## src/rtl/mem_access_seq.sv

```systemverilog
// mem_access_seq: multicycle load/store sequencer between the control FSM
// and a byte-addressed, word-wide data memory with fixed read latency.
// Sub-word loads are sign-extended; sub-word stores use read-modify-write.
module mem_access_seq #(
  parameter int unsigned MEM_LATENCY = 1
) (
  input  logic        clock,
  input  logic        reset,
  input  logic        start,
  input  logic [2:0]  op,
  input  logic [31:0] addr,
  input  logic [31:0] wdata,
  output logic        busy,
  output logic        done,
  output logic        err,
  output logic [31:0] rdata,
  output logic [31:0] mem_addr,
  output logic        mem_wr,
  output logic [31:0] mem_wdata,
  input  logic [31:0] mem_rdata
);

  typedef enum logic [1:0] {IDLE, READ, WRITE, DONE} state_t;

  typedef enum logic [2:0] {
    OP_LW, OP_LH, OP_LB, OP_SW, OP_SH, OP_SB, OP_IL6, OP_IL7
  } op_t;

  // READ lasts MEM_LATENCY+1 cycles: counter runs MEM_LATENCY down to 0
  localparam logic [3:0] CNT_INIT = 4'(MEM_LATENCY);

  state_t      state_q, state_d;
  logic [3:0]  cnt_q, cnt_d;
  op_t         op_q, op_d;
  logic [1:0]  lane_q, lane_d;
  logic [31:0] wdata_q, wdata_d;

  logic        busy_d, done_d, err_d, mem_wr_d;
  logic [31:0] rdata_d, mem_addr_d, mem_wdata_d;

  logic        bad_req;
  logic [15:0] sel_half;
  logic [7:0]  sel_byte;
  logic [31:0] merged;

  // Request legality and lane selection/merge helpers
  always_comb begin
    bad_req = 1'b0;
    case (op_t'(op))
      OP_LW, OP_SW: bad_req = (addr[1:0] != 2'b00);
      OP_LH, OP_SH: bad_req = addr[0];
      OP_LB, OP_SB: bad_req = 1'b0;
      default:      bad_req = 1'b1;
    endcase

    sel_half = lane_q[1] ? mem_rdata[31:16] : mem_rdata[15:0];
    case (lane_q)
      2'd0:    sel_byte = mem_rdata[7:0];
      2'd1:    sel_byte = mem_rdata[15:8];
      2'd2:    sel_byte = mem_rdata[23:16];
      default: sel_byte = mem_rdata[31:24];
    endcase

    merged = mem_rdata;
    if (op_q == OP_SH) begin
      if (lane_q[1]) merged[31:16] = wdata_q[15:0];
      else           merged[15:0]  = wdata_q[15:0];
    end else begin
      case (lane_q)
        2'd0:    merged[7:0]   = wdata_q[7:0];
        2'd1:    merged[15:8]  = wdata_q[7:0];
        2'd2:    merged[23:16] = wdata_q[7:0];
        default: merged[31:24] = wdata_q[7:0];
      endcase
    end
  end

  // Next-state and next-output logic; every output is registered below
  always_comb begin
    state_d     = state_q;
    cnt_d       = cnt_q;
    op_d        = op_q;
    lane_d      = lane_q;
    wdata_d     = wdata_q;
    busy_d      = busy;
    done_d      = 1'b0;
    err_d       = err;
    mem_wr_d    = 1'b0;
    rdata_d     = rdata;
    mem_addr_d  = mem_addr;
    mem_wdata_d = mem_wdata;

    case (state_q)
      IDLE: begin
        busy_d = 1'b0;
        if (start) begin
          op_d    = op_t'(op);
          lane_d  = addr[1:0];
          wdata_d = wdata;
          busy_d  = 1'b1;
          if (bad_req) begin
            err_d   = 1'b1;
            done_d  = 1'b1;
            state_d = DONE;
          end else begin
            err_d      = 1'b0;
            mem_addr_d = {addr[31:2], 2'b00};
            if (op_t'(op) == OP_SW) begin
              mem_wdata_d = wdata;
              mem_wr_d    = 1'b1;
              state_d     = WRITE;
            end else begin
              cnt_d   = CNT_INIT;
              state_d = READ;
            end
          end
        end
      end
      READ: begin
        if (cnt_q == 4'd0) begin
          case (op_q)
            OP_LW: begin
              rdata_d = mem_rdata;
              done_d  = 1'b1;
              state_d = DONE;
            end
            OP_LH: begin
              rdata_d = {{16{sel_half[15]}}, sel_half};
              done_d  = 1'b1;
              state_d = DONE;
            end
            OP_LB: begin
              rdata_d = {{24{sel_byte[7]}}, sel_byte};
              done_d  = 1'b1;
              state_d = DONE;
            end
            default: begin
              mem_wdata_d = merged;
              mem_wr_d    = 1'b1;
              state_d     = WRITE;
            end
          endcase
        end else begin
          cnt_d = cnt_q - 4'd1;
        end
      end
      WRITE: begin
        done_d  = 1'b1;
        state_d = DONE;
      end
      default: begin
        busy_d  = 1'b0;
        state_d = IDLE;
      end
    endcase
  end

  // State and output registers with synchronous reset
  always_ff @(posedge clock) begin
    if (reset) begin
      state_q   <= IDLE;
      cnt_q     <= '0;
      op_q      <= OP_LW;
      lane_q    <= '0;
      wdata_q   <= '0;
      busy      <= 1'b0;
      done      <= 1'b0;
      err       <= 1'b0;
      mem_wr    <= 1'b0;
      rdata     <= '0;
      mem_addr  <= '0;
      mem_wdata <= '0;
    end else begin
      state_q   <= state_d;
      cnt_q     <= cnt_d;
      op_q      <= op_d;
      lane_q    <= lane_d;
      wdata_q   <= wdata_d;
      busy      <= busy_d;
      done      <= done_d;
      err       <= err_d;
      mem_wr    <= mem_wr_d;
      rdata     <= rdata_d;
      mem_addr  <= mem_addr_d;
      mem_wdata <= mem_wdata_d;
    end
  end

endmodule

```

## config.mk

```make
export PLATFORM = sky130hd
export DESIGN_NAME = mem_access_seq
export DESIGN_NICKNAME = d
export VERILOG_FILES = /design/src/rtl/mem_access_seq.sv
export SDC_FILE = /design/constraint.sdc
export NUM_CORES = 1
export LEC_CHECK = 0
export ABC_AREA = 1
export CAP_MARGIN = 5
export CORE_MARGIN = 3
export CORE_UTILIZATION = 49
export CTS_BUF_LIST = sky130_fd_sc_hd__clkbuf_4
export DETAILED_ROUTE_END_ITERATION = 6
export PLACE_DENSITY = 0.93
export REMOVE_ABC_BUFFERS = 1
export SLEW_MARGIN = 20
export SYNTH_ARGS = -nofsm -noshare
export SYNTH_HDL_FRONTEND = slang
export SYNTH_SLANG_ARGS = --single-unit
```

## constraint.sdc

```tcl
create_clock -name clock -period 1.9 [get_ports clock]
set_clock_uncertainty 0.1 [all_clocks]
set_input_delay 0.285 -clock clock [delete_from_list [all_inputs] [get_ports clock]]
set_output_delay 0.285 -clock clock [all_outputs]
set_load 0.05 [all_outputs]
```

==> qor.tcl <==
set qor(met3_length_mm) 2.19
set qor(clock_insertion_delay_worst_skew_ns) 0.57
set qor(dieWidth_um) 124
set qor(post_route_cells_drive_above_1_share_pct) 11.1
set qor(final_critical_path_setup_slack_ns) 0.0629
set qor(die_h_um) 124
set qor(grt_max_degree) 74
set qor(routed_wire_length_per_instance_um) 15.2
set qor(ys_ff_latch) 125
set qor(synth_top_cell_by_area) {sky130_fd_sc_hd__dfxtp_1}
set qor(p_seq_share_pct) 27.8
set qor(hp-class) {in2reg}
set qor(hpwl_mm) 14.9
set qor(outcome) {complete, no violations}
set qor(met2WireLength_mm) 10.2
set qor(critPathTopFamily) {buffers and inverters}
set qor(placed_cell_area_um2) 8960
set qor(synth.yosys.warnings) 0
set qor(rrSetupSlack_ns) 0.10
set qor(grt_setup_unrepaired) {true}
set qor(internal_power_component_mw) 7.07
set qor(final.fill_count) 1094
set qor(dr_top_layer) {met4}
set qor(worst_ep_arrival_time_ns) 1.45
set qor(start_util_pct) 50.7
set qor(post_synth.cell_area_avg_um2) 6.47
set qor(gr-usage-all-layers_pct) 27.8
set qor(multi_input_area_um2) 3400
set qor(place_worst_setup_slack_ns) -0.116
set qor(global_route.overflow_total) 0
set qor(post-route-drc-count) 0
set qor(vdd_drop_max_mv) 1.01
set qor(tightest_slew_ns) 0.531
set qor(final_area_um2) 9230
set qor(report.final.setup_viol) 0
set qor(core_area_um2) 13400
set qor(clockRootBuffer) {sky130_fd_sc_hd__clkbuf_4}
set qor(tritoncts) {built}
set qor(std_cell_rows) 42
set qor(max_freq_mhz) 544
set qor(cts-hold-fix-buffers) 0
set qor(cts.clk_slew.worst_paths_ns) 0.11
set qor(most_used_cells_in_the_layout_excluding_fill_and_tap_cells) {233 x sky130_fd_sc_hd__nand2_1, 143 x sky130_fd_sc_hd__inv_1, 121 x sky130_fd_sc_hd__dfxtp_1, 111 x sky130_fd_sc_hd__o21ai_0, 101 x sky130_fd_sc_hd__clkdlybuf4s50_1}
set qor(slew_violations) 0
set qor(top_level_ports) 202
set qor(cts_inserted_buffers) 17
set qor(required_time_at_the_worst_slack_endpoint_ns) 1.51
set qor(cts-root-to-sink-buffers) 2
set qor(final_common_cell) {sky130_fd_sc_hd__nand2_1}
set qor(worst_setup_end_kind) {output pin}
set qor(leakage_nw) 4.28
set qor(netlist-cell-type-count) 34
set qor(netlist_area_um2) 6800
set qor(switchingPower_mw) 7.32
set qor(antenna_cells_inserted) 0
set qor(portBuffers) 199
set qor(synth.area.top_cells) {sky130_fd_sc_hd__dfxtp_1 37%, sky130_fd_sc_hd__nand2_1 13%, sky130_fd_sc_hd__o21ai_0 8.2%, sky130_fd_sc_hd__inv_1 7.9%, sky130_fd_sc_hd__a21oi_1 7.4%}
set qor(route.antenna.remaining_nets) 0
set qor(htree_levels) 4
set qor(max-slew-margin-rel_pct) 64.5
set qor(worst_setup_path_start_kind) {flip-flop}
set qor(critical_path.slowest_cell) {sky130_fd_sc_hd__dlygate4sd2_1}
set qor(report.final.hold_viol_count) 0
set qor(synth_seq_area_share_pct) 36.8
set qor(cp_cell_sequence) {dlygate4sd2_1}
set qor(floorplan.die_area_um2) 15300
set qor(maxCapViolations) 0
set qor(dr_total_vias) 7718
set qor(drt-initial-drc-count) 816
set qor(clkSinkCount) 125
set qor(netlist_instances) 1051
set qor(cts_setup_buffers) 0
set qor(grt_first_pass_wirelength_mm) 33.8
set qor(drt_pass1_iterations) 5
set qor(power_frac_comb_pct) 58.9
set qor(gp_routability_congestion) 0.897
set qor(ff_latch_area_um2) 2510
set qor(synth_top_area_share_pct) 36.8
set qor(final_net_count) 1346
set qor(min_period_over_period_pct) 96.7
set qor(power_density_nw_per_um2) 1560
set qor(layout.core_utilization_pct) 68.9
set qor(timing.setup.critical_path_class) {reg2out}
set qor(period_needed_ns) 1.84
set qor(grt_antenna_before_repair) 0
set qor(switching_power_as_a_share_of_total_power_pct) 50.8
set qor(finalWirelength_mm) 21.6
set qor(power.share.clock_pct) 13.4
set qor(crit_path_max_fanout) 2
set qor(timing.critical_path.slowest_cell_delay_ns) 0.54
set qor(first_global_vias) 6975
set qor(worst-path-buf-inv) 1
set qor(synthToLayoutAreaGrowth_pct) 35.7
set qor(drt-vias-per-instance) 5.41
set qor(wl_met1_mm) 8.57
-- cells in the mapped netlist --
cell,n
sky130_fd_sc_hd__a211oi_1,1
sky130_fd_sc_hd__a21oi_1,100
sky130_fd_sc_hd__a21oi_2,1
sky130_fd_sc_hd__a31oi_1,7
sky130_fd_sc_hd__buf_1,3
sky130_fd_sc_hd__buf_2,22
sky130_fd_sc_hd__buf_4,4
sky130_fd_sc_hd__buf_6,7
sky130_fd_sc_hd__clkbuf_1,33
sky130_fd_sc_hd__conb_1,1
sky130_fd_sc_hd__dfxtp_1,125
sky130_fd_sc_hd__ha_1,5
sky130_fd_sc_hd__inv_1,144
sky130_fd_sc_hd__inv_2,7
sky130_fd_sc_hd__nand2_1,234
sky130_fd_sc_hd__nand2_2,4
sky130_fd_sc_hd__nand3_1,74
sky130_fd_sc_hd__nand3_2,2
sky130_fd_sc_hd__nand3_4,1
sky130_fd_sc_hd__nand3b_1,1
sky130_fd_sc_hd__nand4_1,3
sky130_fd_sc_hd__nor2_1,80
sky130_fd_sc_hd__nor2_2,1
sky130_fd_sc_hd__nor2_4,4
sky130_fd_sc_hd__nor3_1,9
sky130_fd_sc_hd__nor3_2,1
sky130_fd_sc_hd__o211ai_1,33
sky130_fd_sc_hd__o21a_1,7
sky130_fd_sc_hd__o21ai_0,111
sky130_fd_sc_hd__o21ai_1,21
sky130_fd_sc_hd__o21ai_4,1
sky130_fd_sc_hd__o22a_1,1
sky130_fd_sc_hd__o31ai_1,1
sky130_fd_sc_hd__or2_2,2
-- per-stage QoR --
| stage | power (mW) | hold slack, ns | setup TNS, ns | instances |
|---|---|---|---|---|
| 5_1_grt | 15.4 | 0.168 | -0.0810 | 1427 |
| 3_5_place_dp | 12.6 | 0.334 | -4.02 | 1396 |
| 4_1_cts | 14.2 | 0.161 | 0 | 1427 |
| 2_1_floorplan | 9.59 | 0.254 | -98.66 | 983 |
| 6_report | 14.4 | 0.188 | 0 | 1427 |
| 3_3_place_gp | 12.3 | 0.330 | -0.468 | 1396 |
-- power groups by stage --
stage	registers, mW	clock network (mW)	logic, mW
after floorplan	6.28	0	3.31
after global placement	4.00	0	8.34
after detailed placement	4.03	0	8.55
after CTS	3.97	1.96	8.32
after global routing	4.08	2.08	9.21
final	3.99	1.93	8.47
-- sequential cells by signal, indices dropped and copies added (netlist names) --
signal and cells:
op_q 3, mem_addr 30, wdata_q 16, busy 1, lane_q 2, mem_wdata 32
err 1, cnt_q 4, mem_wr 1, state_q 2, done 1, rdata 32
-- path summary, 6_finish.rpt --
kind	startpoint	to	depth (start not counted)
max reg2reg	lane_q[1]	mem_wdata[28]	7
max	mem_wdata[28]	mem_wdata[28]	1
min	wdata[8]	wdata_q[8]	3
min reg2reg	mem_addr[5]	mem_addr[5]	2
-- final cells by class --
cell class	count	share of cell area (%)
clock buffers	22	1.79
clock inverters	9	1.30
flip-flops and latches	125	27.2
repair buffers	237	24.3
well taps	176	2.39
multi-input cells	707	36.9
inverters	151	6.18
-- timing repair --
action                     in CTS  in global routing
setup endpoints to repair      67                 98
gates cloned                    0                  0
resized for setup              63                 37
-- layer usage --
metal  up-vias  track usage (%)
met3        56             6.90
met2       404             44.4
li1       3777                -
met5         -                0
met1      3481             35.9
met4         0             11.9
-- kinds of logic after synthesis --
family	Yosys count	synth area share, %
AO/OA/AOI/OAI	284	22.9
adder cells (fa/ha/maj)	5	0.920
buffers and inverters	220	13.5
flip-flops	125	36.8
other	1	0.0551
AND/OR/NAND/NOR	416	25.8
(Power assumes the default switching activity.)
